File: config.mk
export PLATFORM = sky130hd
export DESIGN_NAME = segdisp_ctrl
export DESIGN_NICKNAME = d
export VERILOG_FILES = /design/src/rtl/segdisp_ctrl.sv
export SDC_FILE = /design/constraint.sdc
export NUM_CORES = 1
export LEC_CHECK = 0
export BUFFER_PORTS_ARGS = -buffer_cell sky130_fd_sc_hd__buf_2
export CAP_MARGIN = 20
export CORE_MARGIN = 2
export CORE_UTILIZATION = 35
export CTS_BUF_LIST = sky130_fd_sc_hd__clkbuf_8
export CTS_CLUSTER_DIAMETER = 60
export CTS_CLUSTER_SIZE = 16
export DETAILED_ROUTE_END_ITERATION = 12
export PLACE_DENSITY = 0.57
export SLEW_MARGIN = 30
export SYNTH_ARGS = -nofsm -noshare
export SYNTH_HDL_FRONTEND = slang
export SYNTH_SLANG_ARGS = --single-unit
File: constraint.sdc
create_clock -name clk -period 4.2 [get_ports clk]
set_clock_uncertainty 0.05 [all_clocks]
set_input_delay 0.84 -clock clk [delete_from_list [all_inputs] [get_ports clk]]
set_output_delay 0.84 -clock clk [all_outputs]
set_load 0.02 [all_outputs]
File: src/rtl/segdisp_ctrl.sv
// -----------------------------------------------------------------------------
// segdisp_ctrl
//
// Four-digit multiplexed seven-segment display controller with a small CPU
// register file. A free-running prescaler produces a scan step every PRESCALE
// clocks. Each step moves the display to the next digit slot. Segment and digit
// outputs are registered and change only at slot boundaries.
//
// Optional feature macro: SEGDISP_BRIGHTNESS_EN
//   When defined, each slot is split into 8 PWM sub-phases of PRESCALE clocks.
//   The digit enable is driven only while the sub-phase is <= BRIGHT.
//   BRIGHT is then read/write at address 6.
//   When undefined, address 6 reads 0 and writes to it are ignored.
//
// Register map (address[2:0]):
//   0..3 DIGn data   4 CTRL {BLANK[3:0],2'b00,RAW,EN}   5 DP mask [3:0]
//   6    BRIGHT[2:0] 7 STATUS {wrap_toggle,5'b0,scan_index[1:0]} (read-only)
//
// Ports:
//   clk      single clock, rising edge
//   rst      asynchronous active-low reset
//   address  CPU address, only [2:0] decoded
//   cs       register select, active high
//   read     1 = read, 0 = write
//   wdata    write data
//   rdata    registered read data (1-cycle latency, holds while idle)
//   seg      active-low segments, seg[6:0] = g..a, seg[7] = decimal point
//   dig      one-hot active-high digit enables, dig[0] = leftmost digit
// -----------------------------------------------------------------------------
module segdisp_ctrl #(
    parameter int unsigned PRESCALE = 2000
) (
    input  logic       clk,
    input  logic       rst,
    input  logic [7:0] address,
    input  logic       cs,
    input  logic       read,
    input  logic [7:0] wdata,
    output logic [7:0] rdata,
    output logic [7:0] seg,
    output logic [3:0] dig
);

    localparam logic [15:0] PRESC_LAST = 16'(PRESCALE - 1);

    // ------------------------------------------------------------------
    // Bus decode
    // ------------------------------------------------------------------
    logic wr_en;
    logic rd_en;

    assign wr_en = cs & ~read;
    assign rd_en = cs & read;

    // Only the low three address bits are decoded.
    logic unused_addr_bits;
    assign unused_addr_bits = ^address[7:3];

    // ------------------------------------------------------------------
    // Digit data registers
    // ------------------------------------------------------------------
    logic [3:0][7:0] digit_data;

    genvar gi;
    generate
        for (gi = 0; gi < 4; gi++) begin : g_digit
            logic [7:0] data_reg;

            always_ff @(posedge clk or negedge rst) begin
                if (!rst) begin
                    data_reg <= '0;
                end else if (wr_en && (address[2:0] == 3'(gi))) begin
                    data_reg <= wdata;
                end
            end

            assign digit_data[gi] = data_reg;
        end
    endgenerate

    // ------------------------------------------------------------------
    // Control registers
    // ------------------------------------------------------------------
    logic [7:0] ctrl_reg;      // bits 3:2 are never stored, so they read 0
    logic [3:0] dp_reg;
`ifdef SEGDISP_BRIGHTNESS_EN
    logic [2:0] bright_reg;
`endif

    always_ff @(posedge clk or negedge rst) begin
        if (!rst) begin
            ctrl_reg   <= 8'h01;
            dp_reg     <= 4'h0;
`ifdef SEGDISP_BRIGHTNESS_EN
            bright_reg <= 3'd7;
`endif
        end else if (wr_en) begin
            case (address[2:0])
                3'd4:    ctrl_reg   <= wdata & 8'hF3;
                3'd5:    dp_reg     <= wdata[3:0];
`ifdef SEGDISP_BRIGHTNESS_EN
                3'd6:    bright_reg <= wdata[2:0];
`endif
                default: ;
            endcase
        end
    end

    // ------------------------------------------------------------------
    // Scan state
    // ------------------------------------------------------------------
    logic [15:0] presc_reg;
    logic [1:0]  idx_reg;
    logic        wrap_tgl_reg;
    logic [7:0]  seg_reg;
    logic [3:0]  dig_reg;
    logic        step;

    assign step = (presc_reg == PRESC_LAST);

    // ------------------------------------------------------------------
    // Segment pattern for the slot about to be entered (idx_reg)
    // ------------------------------------------------------------------
    logic [7:0] cur_data;
    logic       slot_blank;
    logic [6:0] hex_glyph;
    logic [7:0] cur_seg;
    logic [3:0] cur_dig;

    always_comb begin
        cur_data   = digit_data[idx_reg];
        slot_blank = ~ctrl_reg[0] | ctrl_reg[3'd4 + 3'(idx_reg)];

        // Active-low glyphs, bit order g..a; b and d are lowercase.
        case (cur_data[3:0])
            4'h0:    hex_glyph = 7'h40;
            4'h1:    hex_glyph = 7'h79;
            4'h2:    hex_glyph = 7'h24;
            4'h3:    hex_glyph = 7'h30;
            4'h4:    hex_glyph = 7'h19;
            4'h5:    hex_glyph = 7'h12;
            4'h6:    hex_glyph = 7'h02;
            4'h7:    hex_glyph = 7'h78;
            4'h8:    hex_glyph = 7'h00;
            4'h9:    hex_glyph = 7'h10;
            4'hA:    hex_glyph = 7'h08;
            4'hB:    hex_glyph = 7'h03;
            4'hC:    hex_glyph = 7'h46;
            4'hD:    hex_glyph = 7'h21;
            4'hE:    hex_glyph = 7'h06;
            default: hex_glyph = 7'h0E;
        endcase

        if (slot_blank) begin
            cur_seg = 8'hFF;
            cur_dig = 4'b0000;
        end else begin
            cur_seg = {~dp_reg[idx_reg], (ctrl_reg[1] ? ~cur_data[6:0] : hex_glyph)};
            cur_dig = 4'b0001 << idx_reg;
        end
    end

`ifdef SEGDISP_BRIGHTNESS_EN
    // The sub-counter resets to 7 so that the very first prescaler wrap after
    // reset enters slot 0 at sub-phase 0, just as the plain build does.
    logic [2:0] sub_reg;
    logic [3:0] slot_dig_reg;   // digit enable latched at slot entry

    always_ff @(posedge clk or negedge rst) begin
        if (!rst) begin
            presc_reg    <= '0;
            sub_reg      <= 3'd7;
            idx_reg      <= 2'd0;
            wrap_tgl_reg <= 1'b0;
            slot_dig_reg <= 4'b0000;
            seg_reg      <= 8'hFF;
            dig_reg      <= 4'b0000;
        end else begin
            presc_reg <= step ? 16'd0 : presc_reg + 16'd1;
            if (step) begin
                sub_reg <= sub_reg + 3'd1;
                if (sub_reg == 3'd7) begin
                    // Slot boundary: segments and blanking are sampled only
                    // here so a write never changes a digit mid-slot.
                    seg_reg      <= cur_seg;
                    slot_dig_reg <= cur_dig;
                    dig_reg      <= cur_dig;   // sub-phase 0 is always lit
                    idx_reg      <= idx_reg + 2'd1;
                    if (idx_reg == 2'd3) begin
                        wrap_tgl_reg <= ~wrap_tgl_reg;
                    end
                end else begin
                    dig_reg <= ((sub_reg + 3'd1) <= bright_reg) ? slot_dig_reg : 4'b0000;
                end
            end
        end
    end
`else
    always_ff @(posedge clk or negedge rst) begin
        if (!rst) begin
            presc_reg    <= '0;
            idx_reg      <= 2'd0;
            wrap_tgl_reg <= 1'b0;
            seg_reg      <= 8'hFF;
            dig_reg      <= 4'b0000;
        end else begin
            presc_reg <= step ? 16'd0 : presc_reg + 16'd1;
            if (step) begin
                seg_reg <= cur_seg;
                dig_reg <= cur_dig;
                idx_reg <= idx_reg + 2'd1;
                if (idx_reg == 2'd3) begin
                    wrap_tgl_reg <= ~wrap_tgl_reg;
                end
            end
        end
    end
`endif

    // ------------------------------------------------------------------
    // Read path
    // ------------------------------------------------------------------
    logic [7:0] rd_mux;
    logic [7:0] rdata_reg;

    always_comb begin
        rd_mux = 8'h00;
        case (address[2:0])
            3'd0, 3'd1, 3'd2, 3'd3: rd_mux = digit_data[address[1:0]];
            3'd4:    rd_mux = ctrl_reg;
            3'd5:    rd_mux = {4'h0, dp_reg};
`ifdef SEGDISP_BRIGHTNESS_EN
            3'd6:    rd_mux = {5'd0, bright_reg};
`else
            3'd6:    rd_mux = 8'h00;
`endif
            default: rd_mux = {wrap_tgl_reg, 5'd0, idx_reg};
        endcase
    end

    always_ff @(posedge clk or negedge rst) begin
        if (!rst) begin
            rdata_reg <= 8'h00;
        end else if (rd_en) begin
            rdata_reg <= rd_mux;
        end
    end

    assign rdata = rdata_reg;
    assign seg   = seg_reg;
    assign dig   = dig_reg;

endmodule

==> key figures, run 1 <==
Critical path
  – CP startpoint: idx_reg[0]
  – CP bufs+invs: 1
  – Crit Path Max Fanout: 13
  – Worst Setup End Kind: flop
  – Crit path kind: flop to flop
  – FF-to-FF Start: idx_reg[0]
  – Critical Path AT: around 2.8 ns
  – Delay-heaviest family, CP: flip-flops
  – WP data required: 4.43 ns
  – CP max-delay cell: dfrtp_1
  – Max stage delay on crit path: roughly 0.82 ns
  – Crit-path cells: mux4_2, inv_1, ha_1, mux2i_1, o21ai_0, a21bo_2, a21oi_1
  – Element type at the critical path start: flop

Floorplanning
  – Cell Rows: 39
  – Chip width: 112 um
  – Core Footprint: ~0.011 mm^2
  – I/O pin cnt: 40
  – Die height: 112 um
  – Initial Util: 35.8%
  – Full die area: 0.0126 mm^2

Synthesis
  – Most common library cells after synthesis: dfrtp_1, mux2_2, nor2_1, nand2_1, o21ai_0
  – Top cell type's share of synthesized area: 44.1%
  – Cell count after synthesis: 337
  – EDFF count, synth: 0
  – Avg Synthesized Cell Area: between 10 and 15 um^2
  – Largest cells by area after synthesis: dfrtp_1, mux2_2, mux4_2, dfstp_2, ha_1
  – Main synth FF type: dfrtp_1
  – Yosys warning count: 0
  – Synth cell types: 40
  – Syn nets: 369
  – Largest area contributor in the netlist: dfrtp_1
  – Flops & latches, synth: 81
  – Most common cell in the netlist: dfrtp_1
  – Sequential-to-total area share from yosys stat: 49.9%
  – Post-Synthesis Cell Area: 0.00409 mm^2
  – Async S/R FF share, synth: 100%

Layout
  – Area Overhead vs Synth: 11.8%
  – # diodes: 0
  – Fin nets: 400
  – Share of layout cells above drive strength 1: between 30% and 40%
  – Max reg flops: 32

Pwr
  – Leakage: 0.00202 uW
  – VDD IR-drop max: 0.315 mV
  – Pwr/cell area: 414 mW/mm^2

Global route
  – Global-route wire length before repair: 14400 um
  – Pin count of the biggest net entering global routing: 82
  – Grt ovf: 0
  – Total track usage: 14.8%
  – Vias in the first global route: 2807
  – Number of antenna violations at the first check in global routing: 0

Worst hold path
  – Hold crit path type: flop to flop
  – Hold Startpoint: presc_reg[15]

STA
  – Fin. Hold Viols: 0
  – Min Clock Period, post-route: 2.62 ns
  – Slew Limit Fails: 0
  – WHS: 0.417 ns
  – Post-route clock period utilization: 62.3%
  – Finish-stage setup viols: 0
  – Unrepaired setup endpoints after global routing: false
  – Max_slew headroom: roughly two fifths
  – TNS Setup: 0 ns
  – Fmax: between 0.3 and 0.4 GHz
  – Slew @ Worst Pin: 0.894 ns

Outcome
  – Outcome: finished clean

Clock network
  – H-tree Lvls: 3
  – TritonCTS Sinks: 81
  – CTS resizes: 0
  – CTS root buf: clkbuf_8
  – Cts hold-fix bufs: 0
  – CTS Buffer Depth: 2
  – Post-CTS Setup Inserts: 0
  – Clock-pin slew on the worst setup and hold paths: ~0.080 ns
  – CTS buffer count: 9
  – Clock latency on the worst-skew pair: ~0.36 ns
  – CTS tree: yes

Drt
  – WL per Instance: roughly 17 um
  – Wirelength, routed: 8560 um
  – Post-route ant nets: 0
  – Vias per cell: just over 5
  – Number of vias in the routed layout: between 2000 and 3000
  – Detailed Route Iter0 Violations: 103
  – DR pass1 iterations: 4
  – DRC: 0

Place
  – Final GP Congestion: 0.787
  – Post-DP HPWL: 5930 um
  – IO Port Bufs: 34

Flow run
  – Max-Cap Viols: 0
## power breakdown
group | switching (uW) | internal, uW
Clock | 268 | 265
Sequential | 75.2 | 890
Combinational | 188 | 203
## worst paths after layout
check,to,cells past startpoint,slack (ns)
worst max-delay path,seg[3],7,1.58
worst min-delay path,presc_reg[15],1,0.42
worst max register to register,seg[3],7,1.58
worst min register to register,presc_reg[15],1,0.42
max in group asynchronous,g_digit[0].data_reg[5],1,3.10
min in group asynchronous,idx_reg[1],1,0.46
## metal layers
layer,GRT usage (%),vias up,part of all wire [%]
met5,0,-,0
met4,6.34,0,2.8
met3,3.62,19,4.1
met2,22.7,56,46
met1,20.3,1325,47
li1,-,1277,-
## kinds of logic (layout without fill, tap and decap cells)
| family | Yosys count | in the layout | synth area share (%) |
|---|---|---|---|
| multiplexers | 65 | 65 | 22.5 |
| flip-flops | 81 | 81 | 49.9 |
| adder cells (fa/ha/maj) | 12 | 12 | 3.67 |
| buffers and inverters | 25 | 61 | 2.48 |
| XOR/XNOR | 12 | 12 | 2.57 |
| AND/OR/NAND/NOR | 92 | 92 | 11.6 |
| AO/OA/AOI/OAI | 50 | 50 | 7.35 |
## per-stage QoR
stage	utilization, %	power [uW]	cells	instance area, um^2	setup WS [ns]
4_1_cts	40.0	1920	516	4570	1.52
2_1_floorplan	-	1250	337	4090	1.79
3_5_place_dp	38.5	1380	500	4390	1.32
3_3_place_gp	38.4	1360	500	4390	1.39
6_report	40.0	1890	516	4570	1.58
5_1_grt	40.0	2010	516	4570	1.33
## layout by cell type, fill, tap and decap left out, drive strengths merged, types with 9 or more instances in the layout
cell,netlist,layout
a21oi,11,11
a31oi,9,9
nor2,29,29
nand2,23,23
mux2,45,45
nand3,9,9
dfstp,9,9
ha,12,12
o21ai,18,18
inv,9,12
mux4,17,17
dfrtp,72,72
buf,7,36
clkbuf,9,9
## final cells by class
type,count,area [um^2]
Clock buffer,9,124
Clock inverter,7,56.3
Fill cell,1121,6850
Inverter,9,33.8
Multi-Input combinational cell,231,1950
Sequential cell,81,2040
Tap cell,143,179
Timing Repair Buffer,36,191
Power figures use the tool's default switching activity.
==> run 2, diff against run 1 <==
- clock period: 4.2 -> 2.7 ns (I/O delays scaled with it)
==> run 2 against run 1 <==
Via count increased by 1.5%. Flip-flop and latch count unchanged. Sequential power increased by 55%. Global-route usage about the same. Clock power increased by 65%. Count of clock-buffer cells in the layout increased by 1. Die area unchanged. Cell count increased by 1.4%. Non-clock buffer count increased by 7. Routed wire length increased by 0.89%. Hold slack got worse by 0.28 ns. Combinational power increased by 59%. Largest power group unchanged.
==> key figures, run 2 (synthesized netlist as in run 1, its figures left out) <==
Drt
  – DR pass1 iterations: 4 (unchanged)
  – WL per Instance: 16.5 um (was 16.6 um)
  – Vias per cell: 5.20 (was 5.19)
  – Post-route ant nets: 0 (unchanged)
  – Number of vias in the routed layout: 2718 (was 2677)
  – DRC: 0 (unchanged)
  – Detailed Route Iter0 Violations: 135 (was 103)
  – Wirelength, routed: 8630 um (was 8560 um)

STA
  – TNS Setup: 0 ns (unchanged)
  – Finish-stage setup viols: 0 (unchanged)
  – Slew @ Worst Pin: 0.503 ns (was 0.894 ns)
  – Max_slew headroom: 66.5% (was 40.0%)
  – Unrepaired setup endpoints after global routing: false (unchanged)
  – Post-route clock period utilization: 84.3% (was 62.3%)
  – Fmax: 0.439 GHz (was 0.382 GHz)
  – Fin. Hold Viols: 0 (unchanged)
  – Min Clock Period, post-route: 2.28 ns (was 2.62 ns)
  – Slew Limit Fails: 0 (unchanged)

Critical path
  – CP startpoint: idx_reg[0] (unchanged)
  – Crit Path Max Fanout: 6 (was 13)
  – Worst Setup End Kind: flop (unchanged)
  – Crit path kind: flop to flop (unchanged)
  – Element type at the critical path start: flop (unchanged)
  – FF-to-FF Start: idx_reg[0] (unchanged)
  – Reg2reg setup slack: 0.42 ns (was 1.58 ns)
  – Critical Path AT: 2.51 ns (was 2.84 ns)
  – WP data required: 2.93 ns (was 4.43 ns)

Pwr
  – VDD IR-drop max: 0.369 mV (was 0.315 mV)
  – Final Power: 3010 uW (was 1890 uW)
  – Leakage: 0.00205 uW (was 0.00202 uW)
  – Pwr/cell area: 647 mW/mm^2 (was 414 mW/mm^2)

Worst hold path
  – Hold crit path type: input pin to asynchronous set/reset pin (was flop to flop)

Floorplanning
  – Die height: 112 um (unchanged)
  – Full die area: 0.0126 mm^2 (unchanged)
  – I/O pin cnt: 40 (unchanged)
  – Initial Util: 35.8% (unchanged)
  – Chip width: 112 um (unchanged)
  – Cell Rows: 39 (unchanged)
  – Core Footprint: 0.0114 mm^2 (unchanged)

Global route
  – Pin count of the biggest net entering global routing: 82 (unchanged)
  – Grt ovf: 0 (unchanged)
  – Total track usage: 14.8% (about the same)
  – Number of antenna violations at the first check in global routing: 0 (unchanged)
  – Vias in the first global route: 2774 (was 2807)
  – Global-route wire length before repair: 14400 um (about the same)

Place
  – Dpl cells: 507 (was 500)
  – IO Port Bufs: 34 (unchanged)
  – Post-DP HPWL: 6140 um (was 5930 um)
  – Final GP Congestion: 0.799 (was 0.787)

Layout
  – Register area: 0.00204 mm^2 (unchanged)
  – Commonest cells after routing, fill and taps aside: dfrtp_1, mux2_2, buf_2 (unchanged)
  – Most common cell after layout, fill and taps aside: dfrtp_1 (unchanged)
  – # diodes: 0 (unchanged)
  – # fillers: 1121 (unchanged)
  – Finished Layout Cells: 523 (was 516)
  – Area Overhead vs Synth: 13.7% (was 11.8%)
  – Max reg flops: 32 (unchanged)
  – Multi-input logic area: 0.00195 mm^2 (unchanged)
  – Share of layout cells above drive strength 1: 36.3% (was 34.6%)
  – Fin nets: 407 (was 400)

Flow run
  – Max-Cap Viols: 0 (unchanged)

Clock network
  – Clock-pin slew on the worst setup and hold paths: 0.09 ns (was 0.08 ns)
  – TritonCTS Sinks: 81 (unchanged)
  – H-tree Lvls: 3 (unchanged)
  – Cts hold-fix bufs: 0 (unchanged)
  – CTS root buf: clkbuf_8 (unchanged)
  – CTS Buffer Depth: 2 (unchanged)
  – CTS buffer count: 9 (unchanged)
  – CTS resizes: 0 (unchanged)
  – Clock latency on the worst-skew pair: 0.37 ns (was 0.36 ns)
  – CTS tree: yes (unchanged)
  – Post-CTS Setup Inserts: 0 (unchanged)

Outcome
  – Outcome: finished clean (unchanged)
==> run 2: cell types whose count changed in the layout (fill, tap and decap cells not counted), sizes merged <==
cell	before	now
buf	36	43
clkbuf	9	10
clkinv	3	2
clkinvlp	0	2
inv	12	10
==> run 2: area by class of cell <==
class	instances	share of cell area, %
Multi-Input combinational cell	231	41.9
Inverter	9	0.727
Sequential cell	81	43.8
Clock inverter	6	1.27
Timing Repair Buffer	43	5.44
Tap cell	143	3.85
Clock buffer	10	2.96
==> run 2: routing by layer <==
| metal | part of all wire, % | GRT usage, % | vias up | wire length, um |
|---|---|---|---|---|
| li1 | - | - | 1290 | - |
| met1 | 46 | 20.0 | 1356 | 4000 |
| met3 | 4.7 | 4.21 | 13 | 405 |
| met2 | 47 | 23.2 | 59 | 4090 |
| met5 | 0 | 0 | - | 0 |
| met4 | 1.5 | 4.96 | 0 | 131 |
==> run 2: report_power, final <==
| part | total [uW] | internal, uW | switching, uW |
|---|---|---|---|
| Clock | 883 | 446 | 437 |
| Sequential | 1500 | 1380 | 119 |
| Combinational | 622 | 321 | 301 |
==> run 2: metrics by stage <==
stage               setup WS (ns)  utilization (%)  hold slack (ns)  instance area, um^2
finish                      0.424             40.7            0.142                 4650
global route                0.263             40.7            0.161                 4650
CTS                         0.414             40.7            0.153                 4650
floorplan                   0.482                -            0.194                 4090
global placement            0.389             39.0            0.409                 4450
detailed placement          0.379             39.0            0.413                 4450
==> run 2: worst max-delay path: stages, from the launching register on <==
cell	delay, ns
dfrtp_1	0.51
mux4_2	0.62
inv_1	0.22
ha_1	0.29
nand2_1	0.07
o21ai_0	0.08
a21bo_2	0.22
a21oi_1	0.15
==> run 2: final timing paths <==
path                                      end  cells after the start
worst max-delay path                   seg[3]                      7
worst min-delay path             presc_reg[8]                      2
worst max register to register         seg[3]                      7
worst min register to register  presc_reg[15]                      1
max in group asynchronous         ctrl_reg[0]                      2
min in group clk                presc_reg[15]                      1
==> run 3, diff against run 2 <==
- PLACE_DENSITY: 0.57 -> 0.59
- clock period: 2.7 -> 1.9 ns (I/O delays scaled with it)
==> run 3 against run 2 <==
The run now ends with negative setup slack left. Count of clock-buffer cells in the layout did not move. Register-to-register slack got worse by 0.51 ns. Via count rose by 7.7%. Non-clock buffer count rose by 45.
==> key figures, run 3 (synthesized netlist as in run 1, its figures left out) <==
Critical path
  – Worst Setup End Kind: flop (unchanged)
  – Reg-to-reg critical path endpoint: seg[5] (was seg[3])
  – Reg2reg setup slack: -0.09 ns (was 0.42 ns)
  – Critical Path AT: 2.22 ns (was 2.51 ns)
  – Element type at the critical path start: flop (unchanged)
  – Crit path kind: flop to flop (unchanged)
  – R2R depth: 6 (was 7)
  – Crit Path Max Fanout: 5 (was 6)
  – CP startpoint: idx_reg[0] (unchanged)
  – FF-to-FF Start: idx_reg[0] (unchanged)
  – Crit path to: seg[5] (was seg[3])
  – WP data required: 2.13 ns (was 2.93 ns)

Drt
  – Vias per cell: 5.15 (was 5.20)
  – DR pass1 iterations: 4 (unchanged)
  – Wirelength, routed: 9490 um (was 8630 um)
  – Number of vias in the routed layout: 2927 (was 2718)
  – WL per Instance: 16.7 um (was 16.5 um)
  – Post-route ant nets: 0 (unchanged)
  – DRC: 0 (unchanged)
  – Detailed Route Iter0 Violations: 164 (was 135)

Pwr
  – VDD IR-drop max: 0.314 mV (was 0.369 mV)
  – Flop pwr share: 49.1% (was 50.0%)
  – Switch Pwr: 1330 uW (was 858 uW)
  – Leakage: 0.00228 uW (was 0.00205 uW)
  – Clock power frac: 26.9% (was 29.3%)
  – Switching share of power: 30.3% (was 28.5%)
  – Combinational Power Share: 24.0% (was 20.7%)
  – Power Internal: 3040 uW (was 2150 uW)
  – Pwr/cell area: 850 mW/mm^2 (was 647 mW/mm^2)

Global route
  – Grt ovf: 0 (unchanged)
  – Total track usage: 16.1% (was 14.8%)
  – Pin count of the biggest net entering global routing: 45 (was 82)
  – Global-route wire length before repair: 15900 um (was 14400 um)
  – Number of antenna violations at the first check in global routing: 0 (unchanged)
  – Vias in the first global route: 3047 (was 2774)

Layout
  – Max reg flops: 32 (unchanged)
  – # diodes: 0 (unchanged)
  – Commonest cells after routing, fill and taps aside: dfrtp_1, buf_4, mux2_2 (was dfrtp_1, mux2_2, buf_2)
  – Finished Layout Cells: 568 (was 523)
  – Area Overhead vs Synth: 25.8% (was 13.7%)
  – # fillers: 1076 (was 1121)
  – Most common cell after layout, fill and taps aside: dfrtp_1 (unchanged)
  – Share of layout cells above drive strength 1: 47.5% (was 36.3%)
  – Fin nets: 452 (was 407)

STA
  – Slew Limit Fails: 0 (unchanged)
  – Post-route clock period utilization: 105% (was 84.3%)
  – Unrepaired setup endpoints after global routing: true (was false)
  – WHS: 0.267 ns (was 0.142 ns)
  – Fmax: 0.503 GHz (was 0.439 GHz)
  – Finish-stage setup viols: 11 (was 0)
  – Slew @ Worst Pin: 0.449 ns (was 0.503 ns)
  – Final worst slack: -0.0865 ns (was 0.424 ns)
  – Fin. Hold Viols: 0 (unchanged)
  – Max_slew headroom: 70.1% (was 66.5%)
  – Min Clock Period, post-route: 1.99 ns (was 2.28 ns)

Clock network
  – CTS Buffer Depth: 2 (unchanged)
  – H-tree Lvls: 3 (unchanged)
  – Clock-pin slew on the worst setup and hold paths: 0.09 ns (about the same)
  – CTS buffer count: 9 (unchanged)
  – TritonCTS Sinks: 81 (unchanged)
  – CTS root buf: clkbuf_8 (unchanged)
  – Clock latency on the worst-skew pair: 0.35 ns (was 0.37 ns)
  – CTS tree: yes (unchanged)

Floorplanning
  – Chip width: 112 um (unchanged)
  – I/O pin cnt: 40 (unchanged)
  – Die height: 112 um (unchanged)
  – Cell Rows: 39 (unchanged)
  – Full die area: 0.0126 mm^2 (unchanged)
  – Initial Util: 35.8% (unchanged)
  – Core Footprint: 0.0114 mm^2 (unchanged)

Outcome
  – Outcome: finished, violations left (was finished clean)
  – Failing checks: negative setup slack

Place
  – Final GP Congestion: 0.834 (was 0.799)
  – Post-DP HPWL: 6930 um (was 6140 um)
  – Post-placement worst setup slack: -0.183 ns (was 0.379 ns)
  – IO Port Bufs: 34 (unchanged)
  – Dpl cells: 543 (was 507)

Worst hold path
  – Hold crit path type: input pin to flop (was input pin to asynchronous set/reset pin)

Flow run
  – Max-Cap Viols: 0 (unchanged)
[run 3: layer usage]
layer | wire length, um | up-vias | track usage (%)
met4 | 129 | 0 | 5.53
met2 | 4610 | 45 | 25.5
met3 | 338 | 14 | 3.83
met5 | 0 | - | 0
met1 | 4410 | 1482 | 21.9
li1 | - | 1386 | -
[run 3: worst max-delay path, cell delays in order, from the launching register on]
cell	delay (ns)
dfrtp_2	0.45
mux4_2	0.63
ha_2	0.25
and2_1	0.15
o21a_1	0.18
a21oi_1	0.11
a31oi_1	0.09
[run 3: worst min-delay path by stage]
stage,from,cells past startpoint,end
after detailed placement,rst,1,g_digit[1].data_reg[2]
after floorplan,rst,0,ctrl_reg[1]
after global routing,wdata[6],2,ctrl_reg[6]
final,wdata[3],2,dp_reg[3]
after global placement,rst,1,g_digit[1].data_reg[2]
after CTS,wdata[6],2,ctrl_reg[6]
[run 3: cell type report]
type	instances	area (um^2)	area share, %
flip-flops and latches	81	2040	39.7
well taps	143	179	3.48
inverters	9	41.3	0.803
clock buffers	10	138	2.68
multi-input cells	231	2070	40.3
repair buffers	88	632	12.3
clock inverters	6	42.5	0.827
[run 3: power groups by stage]
stage | registers, uW | clock network (uW) | logic (uW)
after floorplan | 2140 | 0 | 659
after global placement | 2150 | 0 | 967
after detailed placement | 2180 | 0 | 990
after CTS | 2140 | 1220 | 1010
after global routing | 2180 | 1300 | 1160
final | 2140 | 1180 | 1050
[run 3: what timing repair did]
action	4_1_cts	5_1_grt
buffers inserted	3	5
setup endpoints to repair	13	21
gates cloned	1	0
hold buffers	1	0
endpoints found under the hold margin	7	0
pin swaps	3	5
gates resized for setup	16	14
[run 3: metrics by stage]
| stage | total power [uW] | TNS, ns | util [%] | instance area, um^2 |
|---|---|---|---|---|
| floorplan | 2800 | -0.579 | - | 4150 |
| global placement | 3120 | -1.77 | 41.9 | 4790 |
| detailed placement | 3170 | -2.43 | 41.9 | 4790 |
| CTS | 4370 | -0.670 | 44.3 | 5060 |
| global route | 4640 | -1.86 | 45.0 | 5140 |
| finish | 4370 | -0.435 | 45.0 | 5140 |
